File: src/rtl/axi_reg_bank.sv
// rtl/axi_reg_bank.sv - AXI4-Lite control/status register bank
//
// Purpose: NUM_CTRL read/write control registers and NUM_STAT read-only status
// registers behind an AXI4-Lite slave. Control i lives at 16'h0000+4i, status i
// at 16'h1000+4i. Only address bits [15:2] are decoded.
//
// Ports:
//   clk, reset            rising-edge clock, synchronous active-high reset
//   s_axi_aw*/w*/b*       AXI4-Lite write channels (AW and W accepted independently)
//   s_axi_ar*/r*          AXI4-Lite read channels
//   ctrl_regs             current control register values, register i at [32i+31:32i]
//   ctrl_wr_pulse         one-cycle flag per committed control write
//   rst_ctrl_regs         per-register restore to CTRL_DEFAULT
//   status_regs           status register inputs, register i at [32i+31:32i]
//
// Optional feature: define AXI_REG_BANK_WSTRB_EN to honour s_axi_wstrb byte lanes.
module axi_reg_bank #(
    parameter int                       NUM_CTRL     = 8,
    parameter int                       NUM_STAT     = 8,
    parameter logic [NUM_CTRL*32-1:0]   CTRL_DEFAULT = {NUM_CTRL{32'hAABBCCDD}},
    parameter int                       ADDR_WIDTH   = 32
) (
    input  logic                    clk,
    input  logic                    reset,
    input  logic [ADDR_WIDTH-1:0]   s_axi_awaddr,
    input  logic                    s_axi_awvalid,
    output logic                    s_axi_awready,
    input  logic [31:0]             s_axi_wdata,
    input  logic [3:0]              s_axi_wstrb,
    input  logic                    s_axi_wvalid,
    output logic                    s_axi_wready,
    output logic [1:0]              s_axi_bresp,
    output logic                    s_axi_bvalid,
    input  logic                    s_axi_bready,
    input  logic [ADDR_WIDTH-1:0]   s_axi_araddr,
    input  logic                    s_axi_arvalid,
    output logic                    s_axi_arready,
    output logic [31:0]             s_axi_rdata,
    output logic [1:0]              s_axi_rresp,
    output logic                    s_axi_rvalid,
    input  logic                    s_axi_rready,
    output logic [NUM_CTRL*32-1:0]  ctrl_regs,
    output logic [NUM_CTRL-1:0]     ctrl_wr_pulse,
    input  logic [NUM_CTRL-1:0]     rst_ctrl_regs,
    input  logic [NUM_STAT*32-1:0]  status_regs
);

    localparam logic [1:0] RESP_OKAY   = 2'b00;
    localparam logic [1:0] RESP_SLVERR = 2'b10;

    // Word address a = byte address [15:2]: region in a[13:10], index in a[9:0].
    function automatic logic is_ctrl(input logic [13:0] a);
        return (a[13:10] == 4'h0) && ({22'd0, a[9:0]} < 32'(NUM_CTRL));
    endfunction

    function automatic logic is_stat(input logic [13:0] a);
        return (a[13:10] == 4'h1) && ({22'd0, a[9:0]} < 32'(NUM_STAT));
    endfunction

    // Write channel state
    logic        aw_held_q, aw_held_d;
    logic [13:0] aw_addr_q, aw_addr_d;
    logic        w_held_q,  w_held_d;
    logic [31:0] w_data_q,  w_data_d;
    logic [3:0]  w_strb_q,  w_strb_d;
    logic        awready_q, awready_d;
    logic        wready_q,  wready_d;
    logic        bvalid_q,  bvalid_d;
    logic [1:0]  bresp_q,   bresp_d;

    // Read channel state
    logic        arready_q, arready_d;
    logic        rvalid_q,  rvalid_d;
    logic [31:0] rdata_q,   rdata_d;
    logic [1:0]  rresp_q,   rresp_d;

    // Register storage
    logic [31:0]         ctrl_q [NUM_CTRL];
    logic [31:0]         ctrl_d [NUM_CTRL];
    logic [NUM_CTRL-1:0] pulse_q, pulse_d;

    logic        aw_hs, w_hs, ar_hs, commit;
    logic [13:0] wr_addr;
    logic [31:0] wr_data;
    logic [3:0]  wr_strb;
    logic [31:0] wr_word;
    logic        wr_eff;
    logic [13:0] rd_addr;

    assign aw_hs   = s_axi_awvalid && awready_q;
    assign w_hs    = s_axi_wvalid  && wready_q;
    assign ar_hs   = s_axi_arvalid && arready_q;

    // A held beat takes priority over the bus; the bus beat is only used in the
    // cycle it handshakes.
    assign wr_addr = aw_held_q ? aw_addr_q : s_axi_awaddr[15:2];
    assign wr_data = w_held_q  ? w_data_q  : s_axi_wdata;
    assign wr_strb = w_held_q  ? w_strb_q  : s_axi_wstrb;
    assign commit  = (aw_held_q || aw_hs) && (w_held_q || w_hs);
    assign rd_addr = s_axi_araddr[15:2];

    logic unused_addr_bits;
`ifdef AXI_REG_BANK_WSTRB_EN
    assign unused_addr_bits = ^{s_axi_awaddr[ADDR_WIDTH-1:16], s_axi_awaddr[1:0],
                                s_axi_araddr[ADDR_WIDTH-1:16], s_axi_araddr[1:0]};
    assign wr_eff = |wr_strb;
`else
    assign unused_addr_bits = ^{s_axi_awaddr[ADDR_WIDTH-1:16], s_axi_awaddr[1:0],
                                s_axi_araddr[ADDR_WIDTH-1:16], s_axi_araddr[1:0],
                                wr_strb};
    assign wr_eff = 1'b1;
`endif

    // Write channel next state
    always_comb begin
        aw_held_d = aw_held_q;
        aw_addr_d = aw_addr_q;
        w_held_d  = w_held_q;
        w_data_d  = w_data_q;
        w_strb_d  = w_strb_q;
        bresp_d   = bresp_q;
        if (aw_hs) aw_addr_d = s_axi_awaddr[15:2];
        if (w_hs) begin
            w_data_d = s_axi_wdata;
            w_strb_d = s_axi_wstrb;
        end
        if (commit) begin
            aw_held_d = 1'b0;
            w_held_d  = 1'b0;
            bresp_d   = is_ctrl(wr_addr) ? RESP_OKAY : RESP_SLVERR;
        end else begin
            aw_held_d = aw_held_q || aw_hs;
            w_held_d  = w_held_q  || w_hs;
        end
        bvalid_d  = commit || (bvalid_q && !s_axi_bready);
        // Readies are registered from next state so they never follow valids
        // combinationally, and they stay low through the cycle after reset.
        awready_d = !aw_held_d && !bvalid_d;
        wready_d  = !w_held_d  && !bvalid_d;
    end

    // Byte-lane merge of the committed write into the addressed register.
    always_comb begin
        wr_word = wr_data;
`ifdef AXI_REG_BANK_WSTRB_EN
        for (int b = 0; b < 4; b++) begin
            if (!wr_strb[b]) wr_word[8*b +: 8] = 8'h00;
        end
        for (int i = 0; i < NUM_CTRL; i++) begin
            if (wr_addr[9:0] == i[9:0]) begin
                for (int b = 0; b < 4; b++) begin
                    if (!wr_strb[b]) wr_word[8*b +: 8] = ctrl_q[i][8*b +: 8];
                end
            end
        end
`endif
    end

    // Control register next state: an AXI write beats a restore on the same edge.
    always_comb begin
        for (int i = 0; i < NUM_CTRL; i++) begin
            ctrl_d[i]  = ctrl_q[i];
            pulse_d[i] = 1'b0;
            if (commit && is_ctrl(wr_addr) && (wr_addr[9:0] == i[9:0])) begin
                ctrl_d[i]  = wr_word;
                pulse_d[i] = wr_eff;
            end else if (rst_ctrl_regs[i]) begin
                ctrl_d[i]  = CTRL_DEFAULT[32*i +: 32];
            end
        end
    end

    // Read channel next state; data is captured from current register values,
    // so a read racing a write commit returns the pre-write value.
    always_comb begin
        rdata_d  = rdata_q;
        rresp_d  = rresp_q;
        rvalid_d = ar_hs || (rvalid_q && !s_axi_rready);
        if (ar_hs) begin
            rdata_d = 32'h0BAD0BAD;
            rresp_d = RESP_SLVERR;
            if (is_ctrl(rd_addr)) begin
                rresp_d = RESP_OKAY;
                for (int i = 0; i < NUM_CTRL; i++) begin
                    if (rd_addr[9:0] == i[9:0]) rdata_d = ctrl_q[i];
                end
            end else if (is_stat(rd_addr)) begin
                rresp_d = RESP_OKAY;
                for (int i = 0; i < NUM_STAT; i++) begin
                    if (rd_addr[9:0] == i[9:0]) rdata_d = status_regs[32*i +: 32];
                end
            end
        end
        arready_d = !rvalid_d;
    end

    always_ff @(posedge clk) begin
        if (reset) begin
            aw_held_q <= 1'b0;
            aw_addr_q <= '0;
            w_held_q  <= 1'b0;
            w_data_q  <= '0;
            w_strb_q  <= '0;
            awready_q <= 1'b0;
            wready_q  <= 1'b0;
            bvalid_q  <= 1'b0;
            bresp_q   <= '0;
            arready_q <= 1'b0;
            rvalid_q  <= 1'b0;
            rdata_q   <= '0;
            rresp_q   <= '0;
            pulse_q   <= '0;
            for (int i = 0; i < NUM_CTRL; i++) ctrl_q[i] <= CTRL_DEFAULT[32*i +: 32];
        end else begin
            aw_held_q <= aw_held_d;
            aw_addr_q <= aw_addr_d;
            w_held_q  <= w_held_d;
            w_data_q  <= w_data_d;
            w_strb_q  <= w_strb_d;
            awready_q <= awready_d;
            wready_q  <= wready_d;
            bvalid_q  <= bvalid_d;
            bresp_q   <= bresp_d;
            arready_q <= arready_d;
            rvalid_q  <= rvalid_d;
            rdata_q   <= rdata_d;
            rresp_q   <= rresp_d;
            pulse_q   <= pulse_d;
            for (int i = 0; i < NUM_CTRL; i++) ctrl_q[i] <= ctrl_d[i];
        end
    end

    always_comb begin
        for (int i = 0; i < NUM_CTRL; i++) ctrl_regs[32*i +: 32] = ctrl_q[i];
    end

    assign s_axi_awready = awready_q;
    assign s_axi_wready  = wready_q;
    assign s_axi_bvalid  = bvalid_q;
    assign s_axi_bresp   = bresp_q;
    assign s_axi_arready = arready_q;
    assign s_axi_rvalid  = rvalid_q;
    assign s_axi_rdata   = rdata_q;
    assign s_axi_rresp   = rresp_q;
    assign ctrl_wr_pulse = pulse_q;

endmodule

File: config.mk
export PLATFORM = sky130hd
export DESIGN_NAME = axi_reg_bank
export DESIGN_NICKNAME = d
export VERILOG_FILES = /design/src/rtl/axi_reg_bank.sv
export SDC_FILE = /design/constraint.sdc
export NUM_CORES = 1
export LEC_CHECK = 0
export BUFFER_PORTS_ARGS = -buffer_cell sky130_fd_sc_hd__buf_2
export CAP_MARGIN = 20
export CORE_AREA = 2 2 261 263
export CTS_CLUSTER_SIZE = 8
export DETAILED_ROUTE_END_ITERATION = 8
export DIE_AREA = 0 0 263 265
export PLACE_DENSITY_LB_ADDON = 0.12
export REMOVE_ABC_BUFFERS = 1
export SLEW_MARGIN = 15
export SYNTH_ARGS = -nofsm -noshare
export SYNTH_HDL_FRONTEND = slang
export SYNTH_SLANG_ARGS = --single-unit
File: constraint.sdc
create_clock -name clk -period 2.3 [get_ports clk]
set_clock_uncertainty 0.05 [all_clocks]
set_input_delay 0.23 -clock clk [delete_from_list [all_inputs] [get_ports clk]]
set_output_delay 0.23 -clock clk [all_outputs]
set_load 0.005 [all_outputs]
; Word level (Yosys, flattened, before mapping)
; Memories as Yosys holds them, arrays and structs flattened.
; Cells that the tools add are included.
[totals]
reg_bits = 97
ram_bits = 256
in_bits = 371
out_inout_bits = 305
wordCells = 133
memories = 1
[memory_table]
columns = name, depth, word_bits, read_ports, rd_clocked_by_memory_dff, wr, line_no
row1 = ctrl_q, 8, 32, 8, 0, 8, 78  ; logic [31:0] ctrl_q [NUM_CTRL];
[op_classes]
magnitude_cmp = 2
eq_ne = 15
n_mux = 60
bitwise_logic = 8
n_reduce_logical = 34
[op_table]
columns = op, count
row1 = $mux W32, 43
row2 = $eq A10 B3 Y1 const B, 8
row3 = $eq A10 B2 Y1 const B, 4
row4 = $eq A10 B1 Y1 const B, 2
row5 = $logic_and A1 B1 Y1, 20
row6 = $logic_not A10 Y1, 2
row7 = $lt A10 B4 Y1 const B, 2
row8 = $mux W14, 1
row9 = $mux W1, 13
row10 = $logic_not A4 Y1, 2
row11 = $or A1 B1 Y1, 8
row12 = $logic_not A1 Y1, 6
row13 = $mux W2, 3
row14 = $eq A4 B1 Y1 const B, 1
row15 = $logic_or A1 B1 Y1, 4

; Logic depth before layout (Yosys ltp)
; Gate-level depths: netlist of run 1.
[logic_depth]
ltp_word = 11
mapped_depth = 9
mapped_depth_nobuf = 6

; Worst setup path before layout of run 1
; No wires, ideal clock.
[synth_path]
path_type = reg2reg
start = register wready_q, in the netlist s_axi_wready
end = memory ctrl_q[7][4], in the netlist ctrl_q[1][100]
setup_ps = 141
arrival_time_ps = 2042
required_ps = 2109
setup_slack_ps = 66
stages_incl_launch_ff = 9
n_path_buf = 2
synth_period_minus_slack_ps = 2234
cell_sequence = dfxtp_1 > and2_1 > clkbuf_1 > nor2_1 > a2111o_1 > or3_4 > nor2_8 > buf_4 > a2bb2oi_1
[synth_rtl]
columns = element, line_no
row1 = from (decl), 67  ; logic wready_q, wready_d;
row2 = from (signal assigned), 221  ; wready_q <= wready_d;
row3 = to (decl), 78

==> results.sh, run 1 <==
export IMPL_routed_wl_um=114000
export IMPL_end_kind="flop"
export IMPL_io_pins=676
export IMPL_outcome="finished with violations"
export IMPL_fin_nets=3109
export IMPL_grt_usage=0.310
export IMPL_critPathMaxFanout=6
export IMPL_grt_ovfl_total=0
export IMPL_drive_above_1_share=0.407
export IMPL_fmax_mhz=421
export IMPL_gp_congestion=0.891
export IMPL_fill_cells=6980
export IMPL_power_frac_seq=0.410
export IMPL_cts_tree="done"
export IMPL_final_period_utilization=1.03
export IMPL_yosysSeqAreaShare=0.423
export IMPL_dpl_cell_area_sq_um=23000
export IMPL_stdcell_area_sq_um=25700
export IMPL_synthArstFlopShare=0
export IMPL_cap_viol_max_count=0
export IMPL_startpoint_type="flop"
export IMPL_synth_main_ff_cell="dfxtp_1"
export IMPL_grt_setup_unrepaired="true"
export IMPL_final_antenna_net_count=0
export IMPL_syn_area_sq_um=16600
export IMPL_die_area_sq_um=69700
export IMPL_period_needed_ns=2.38
export IMPL_net_switching_power_mw=4.15
export IMPL_p_int_mw=11.1
export IMPL_ys_top_cells_by_area="dfxtp_1 42%, a2bb2oi_1 7.7%, a21oi_1 5.0%"
export IMPL_rows=95
export IMPL_tightestPinTransition_ns=0.786
export IMPL_required_ns=2.73
export IMPL_rr_endpoint="ctrl_q[1][35]"
export IMPL_clk_latency_ns=0.60
export IMPL_yosysTopAreaCellShare=0.423
export IMPL_worst_hold_path_endpoint="s_axi_rdata[0]"
export IMPL_htreeDepth=2
export IMPL_leakage_nw=10.5
export IMPL_slew_headroom=0.476
export IMPL_min_path_cells=4
export IMPL_core_sq_um=66800
export IMPL_cts_buffer_depth=3
export IMPL_hold_path_startpoint="status_regs[224]"
export IMPL_synth_edff_count=0
export IMPL_yosys_warnings=0
export IMPL_drtIter0Drc=1759
export IMPL_synth_area_per_cell_sq_um=8.90
export IMPL_synth_distinct_cells=68
export IMPL_start_util=0.248
export IMPL_r2r_worst_path_cells=8
export IMPL_synth_commonest_cells="351 x dfxtp_1, 172 x nand2_1, 165 x a21oi_1"
export IMPL_pwr_share_comb=0.141
export IMPL_dpl_hpwl_um=85700
export IMPL_synth_seq_cells=351
export IMPL_r2r_slack_ns=-0.08
export IMPL_grt_max_degree=44
export IMPL_r2r_start="aw_addr_q[6]"
export IMPL_num_vias=20300
export IMPL_slew_viol_final=0
export IMPL_crit_type="reg2reg"
export IMPL_post_drt_wl_per_cell_um=31.4
export IMPL_worstPathArrival_ns=2.81
export IMPL_clockPowerShare=0.449
export IMPL_clk_pin_slew_ns=0.06
export IMPL_die_w_um=263
export IMPL_fin_cells=3631
export IMPL_placed_cells=3475
export IMPL_swShare=0.273
export IMPL_setup_viol=76
export IMPL_power_density_nw_per_um2=593
export IMPL_cts_sinks=351
export IMPL_fin_ws_ns=-0.0761
export IMPL_viasPerCell=5.60
export IMPL_cts_made_buffers=50
export IMPL_grt_first_pass_wirelength_um=155000
export IMPL_synth_top_area_cell="dfxtp_1"
export IMPL_antenna_found_initial=25
export IMPL_synthCells=1865
export IMPL_dr_pass1_iters=6
export IMPL_synth_most_common_cell="dfxtp_1"
export IMPL_hp_class="in2reg"
export IMPL_ir_drop_v=0.000464
export IMPL_grt_pass1_vias=20200
export IMPL_violations="negative setup slack"
export IMPL_cts_root_buf="clkbuf_16"
export IMPL_drc=0
export IMPL_finalSetupTns_ns=-1.84
export IMPL_syn2layout_area_growth_pct=54.8
export IMPL_finalHoldViolCount=0
export IMPL_io_buffer_count=633
export IMPL_die_height_um=265
-- per-layer routing --
metal | GRT usage | up-vias | wire (um)
met3 | 0.0866 | 226 | 10800
met2 | 0.509 | 1044 | 52900
met5 | 0 | - | 161
met4 | 0.110 | 24 | 4180
li1 | - | 8897 | -
met1 | 0.387 | 10100 | 45800
-- repair_timing --
action	4_1_cts	5_1_grt
pin swaps	4	19
endpoints found under the setup margin	210	242
hold endpoints to repair	68	0
resized for setup	15	52
gates cloned	2	7
hold buffers	68	0
setup buffers	8	2
-- power groups by stage --
stage	Clock, mW	Sequential (mW)	Combinational, mW
2_1_floorplan	0	6.37	0.670
3_3_place_gp	0	6.37	1.96
3_5_place_dp	0	6.37	1.97
4_1_cts	6.92	6.24	2.08
5_1_grt	7.14	6.25	2.27
6_report	6.84	6.25	2.15
-- worst max-delay path by stage --
stage	start	endpoint	slack, ns
final	aw_addr_q[6]	ctrl_q[1][35]	-0.08
after global routing	aw_addr_q[6]	ctrl_q[1][35]	-0.16
after CTS	aw_addr_q[6]	ctrl_q[1][63]	-0.06
after detailed placement	s_axi_araddr[7]	s_axi_rdata[19]	-0.63
after global placement	s_axi_araddr[7]	s_axi_rdata[19]	-0.74
after floorplan	s_axi_araddr[10]	s_axi_rdata[19]	-2.98
-- final cells by class --
type,count,area [sq um],share of cell area
Clock buffer,57,1330,0.0517
Tap cell,873,1090,0.0425
Timing Repair Buffer,1001,6970,0.271
Sequential cell,351,7030,0.274
Antenna cell,13,32.5,0.00127
Clock inverter,2,28.8,0.00112
Multi-Input combinational cell,1314,9130,0.355
Inverter,20,75.1,0.00292
-- flip-flops by register name (all words and copies together) (netlist names) --
signal	cells
aw_held_q	1
s_axi_rvalid	1
s_axi_rresp	1
ctrl_q	256
w_data_q	32
w_held_q	1
aw_addr_q	14
s_axi_arready	1
s_axi_rdata	32
ctrl_wr_pulse	8
s_axi_awready	1
s_axi_wready	1
s_axi_bresp	1
s_axi_bvalid	1
-- logic make-up after synthesis --
group,after synthesis,synth area share
buffers and inverters,201,0.0545
DFF,351,0.423
other,1,0.000226
and+or+nand+nor,446,0.134
AOI/OAI and AO/OA,785,0.328
muxes,81,0.0601
-- critical path: stages, from the launching register on --
cell       delay, ns
dfxtp_2         0.32
nor4_2          0.28
nand4b_1        0.12
a2111o_1        0.44
or3_4           0.47
nor2_8          0.19
buf_12          0.15
clkbuf_16       0.18
a2bb2oi_2       0.06
-- metrics by stage --
step	util	hold WS, ns	power [mW]	worst slack [ns]
global route	0.384	0.0451	15.7	-0.161
floorplan	-	0.249	7.04	-2.98
finish	0.385	0.0375	15.2	-0.0761
global placement	0.344	0.388	8.33	-0.740
detailed placement	0.344	0.395	8.34	-0.625
CTS	0.378	0.00744	15.2	-0.0579
-- cell usage in the layout (no fill, tap or decap), types with 12 or more instances in the layout --
cell,count
buf_2,630
a2bb2oi_1,116
mux2_2,19
o221ai_1,18
a22oi_1,22
o211ai_1,17
nor3_1,24
mux2i_1,49
o22ai_1,84
mux4_2,13
nand3_1,14
clkbuf_16,57
o21ai_0,112
a22o_1,87
o2111ai_1,15
a21oi_1,164
buf_12,53
diode_2,13
a2bb2oi_2,30
o2bb2ai_1,17
dlygate4sd3_1,68
buf_4,229
nor4_1,24
nand2_1,165
buf_6,12
nand3b_1,12
a31oi_1,44
nand4_1,16
inv_1,19
nor2_1,92
dfxtp_1,348
No activity file was read; power rests on OpenSTA's default activity.
==> run 2: changes to the inputs <==
==> constraint.sdc (replaced) <==
create_clock -name clk -period 2.3 [get_ports clk]
set_clock_uncertainty 0.05 [all_clocks]
set_input_delay 0.115 -clock clk [delete_from_list [all_inputs] [get_ports clk]]
set_output_delay 0.115 -clock clk [all_outputs]
set_load 0.005 [all_outputs]
==> run 2 against run 1 <==
  * The run still ends with negative setup slack left
  * First-iteration DRC count grew 8.1%
  * Sequential power is essentially flat
  * Non-clock buffer count grew 17
  * Wire length shrank 0.96%
  * Largest power group unchanged
  * Final area is essentially flat
==> results.sh, run 2 (same netlist as run 1, synthesis figures left out) <==
export IMPL_num_vias=20500
export IMPL_cts_sinks=351
export IMPL_slew_headroom=0.229
export IMPL_drive_above_1_share=0.385
export IMPL_viasPerCell=5.61
export IMPL_cts_tree="done"
export IMPL_startpoint_type="flop"
export IMPL_slowest_delay_ns=0.47
export IMPL_period_needed_ns=2.31
export IMPL_clk_pin_slew_ns=0.05
export IMPL_final_period_utilization=1.00
export IMPL_finalHoldViolCount=0
export IMPL_antenna_found_initial=21
export IMPL_final_antenna_net_count=0
export IMPL_grt_max_degree=44
export IMPL_largest_register_ff_count=256
export IMPL_layout_commonest_cell="buf_2"
export IMPL_core_sq_um=66800
export IMPL_leakage_nw=10.4
export IMPL_grt_setup_unrepaired="true"
export IMPL_io_pins=676
export IMPL_finalSetupTns_ns=-0.0446
export IMPL_drtIter0Drc=1902
export IMPL_die_height_um=265
export IMPL_post_drt_wl_per_cell_um=30.9
export IMPL_cp_slowest_cell="or3_4"
export IMPL_die_w_um=263
export IMPL_crit_type="reg2reg"
export IMPL_dpl_hpwl_um=84300
export IMPL_grt_first_pass_wirelength_um=155000
export IMPL_utilization=0.384
export IMPL_fin_ws_ns=-0.0105
export IMPL_start_util=0.248
export IMPL_fill_cells=6946
export IMPL_rows=95
export IMPL_ir_drop_v=0.000418
export IMPL_power_density_nw_per_um2=598
export IMPL_io_buffer_count=633
export IMPL_mostFrequentLayoutCells="630 x buf_2, 349 x dfxtp_1, 204 x buf_4"
export IMPL_cts_made_buffers=51
export IMPL_cts_buffer_depth=3
export IMPL_outcome="finished with violations"
export IMPL_crit_path_cell_trace="nor4_2 > nand4b_1 > a2111o_1 > or3_4 > nor2_8 > buf_12 > a2bb2oi_1"
export IMPL_grt_pass1_vias=20200
export IMPL_routed_wl_um=113000
export IMPL_die_area_sq_um=69700
export IMPL_hp_class="in2reg"
export IMPL_dr_pass1_iters=5
export IMPL_worstPathArrival_ns=2.74
export IMPL_cts_root_buf="clkbuf_16"
export IMPL_cap_viol_max_count=0
export IMPL_violations="negative setup slack"
export IMPL_power_mw=15.4
export IMPL_clk_latency_ns=0.59
export IMPL_gp_congestion=0.896
export IMPL_fmax_mhz=433
export IMPL_drc=0
export IMPL_grt_ovfl_total=0
export IMPL_tightestPinTransition_ns=1.16
export IMPL_syn2layout_area_growth_pct=54.8
export IMPL_end_kind="flop"
export IMPL_regMostFlops="ctrl_q"
export IMPL_required_ns=2.73
export IMPL_fin_nets=3127
export IMPL_htreeDepth=2
export IMPL_grt_usage=0.309
export IMPL_setup_viol=7
export IMPL_critPathMaxFanout=16
export IMPL_slew_viol_final=0
==> run 2: final cells by class <==
| cell class | instances | area (sq um) | area share |
|---|---|---|---|
| Timing Repair Buffer | 1018 | 7050 | 0.274 |
| Antenna cell | 12 | 30.0 | 0.00117 |
| Clock inverter | 4 | 63.8 | 0.00248 |
| Inverter | 20 | 75.1 | 0.00292 |
| Clock buffer | 59 | 1330 | 0.0516 |
| Multi-Input combinational cell | 1314 | 9020 | 0.351 |
| Tap cell | 873 | 1090 | 0.0425 |
| Sequential cell | 351 | 7030 | 0.274 |
==> run 2: repair_timing <==
action	in CTS	in global routing
pin swaps	3	13
gates cloned	2	2
endpoints found under the setup margin	215	236
hold endpoints to repair	280	0
resized for setup	17	29
hold buffers	124	0
buffers inserted	3	0
==> run 2: layer usage <==
| layer | up-vias | track usage | share of wire |
|---|---|---|---|
| li1 | 8949 | - | - |
| met1 | 10200 | 0.393 | 0.41 |
| met2 | 1077 | 0.507 | 0.46 |
| met3 | 213 | 0.0811 | 0.095 |
| met4 | 20 | 0.101 | 0.035 |
| met5 | - | 0 | 0.0011 |
==> run 2: final timing paths <==
check	end	cells past startpoint	slack (ns)	startpoint
worst max register to register	ctrl_q[1][100]	7	-0.01	aw_addr_q[6]
worst max-delay path	ctrl_q[1][100]	7	-0.01	aw_addr_q[6]
worst min-delay path	s_axi_rdata[12]	5	0.01	status_regs[108]
worst min register to register	w_data_q[17]	2	0.40	w_data_q[17]
==> run 2: through the flow <==
stage	setup slack (ns)	cell area [sq um]	std cells	hold slack [ns]
5_1_grt	-0.0948	25700	3644	0.0366
6_report	-0.0105	25700	3651	0.0130
3_5_place_dp	-0.503	22700	3445	0.324
4_1_cts	0.000281	25500	3637	0.00245
2_1_floorplan	-2.87	15800	1685	0.134
3_3_place_gp	-0.494	22700	3445	0.317
==> run 2: power breakdown <==
group          switching [mW]  total (mW)  leakage, nW  internal, mW
clock network            2.83        6.94        0.682          4.11
registers              0.0593        6.25         2.85          6.19
logic                    1.27        2.18         6.90         0.916
total                    4.16        15.4         10.4          11.2
==> run 2: worst max-delay path: cells and delay by family, from the launching register on <==
kind | cells | cell delay (ns)
and+or+nand+nor | 4 | 1.07
DFF | 1 | 0.32
buffers and inverters | 1 | 0.20
AOI/OAI and AO/OA | 2 | 0.54
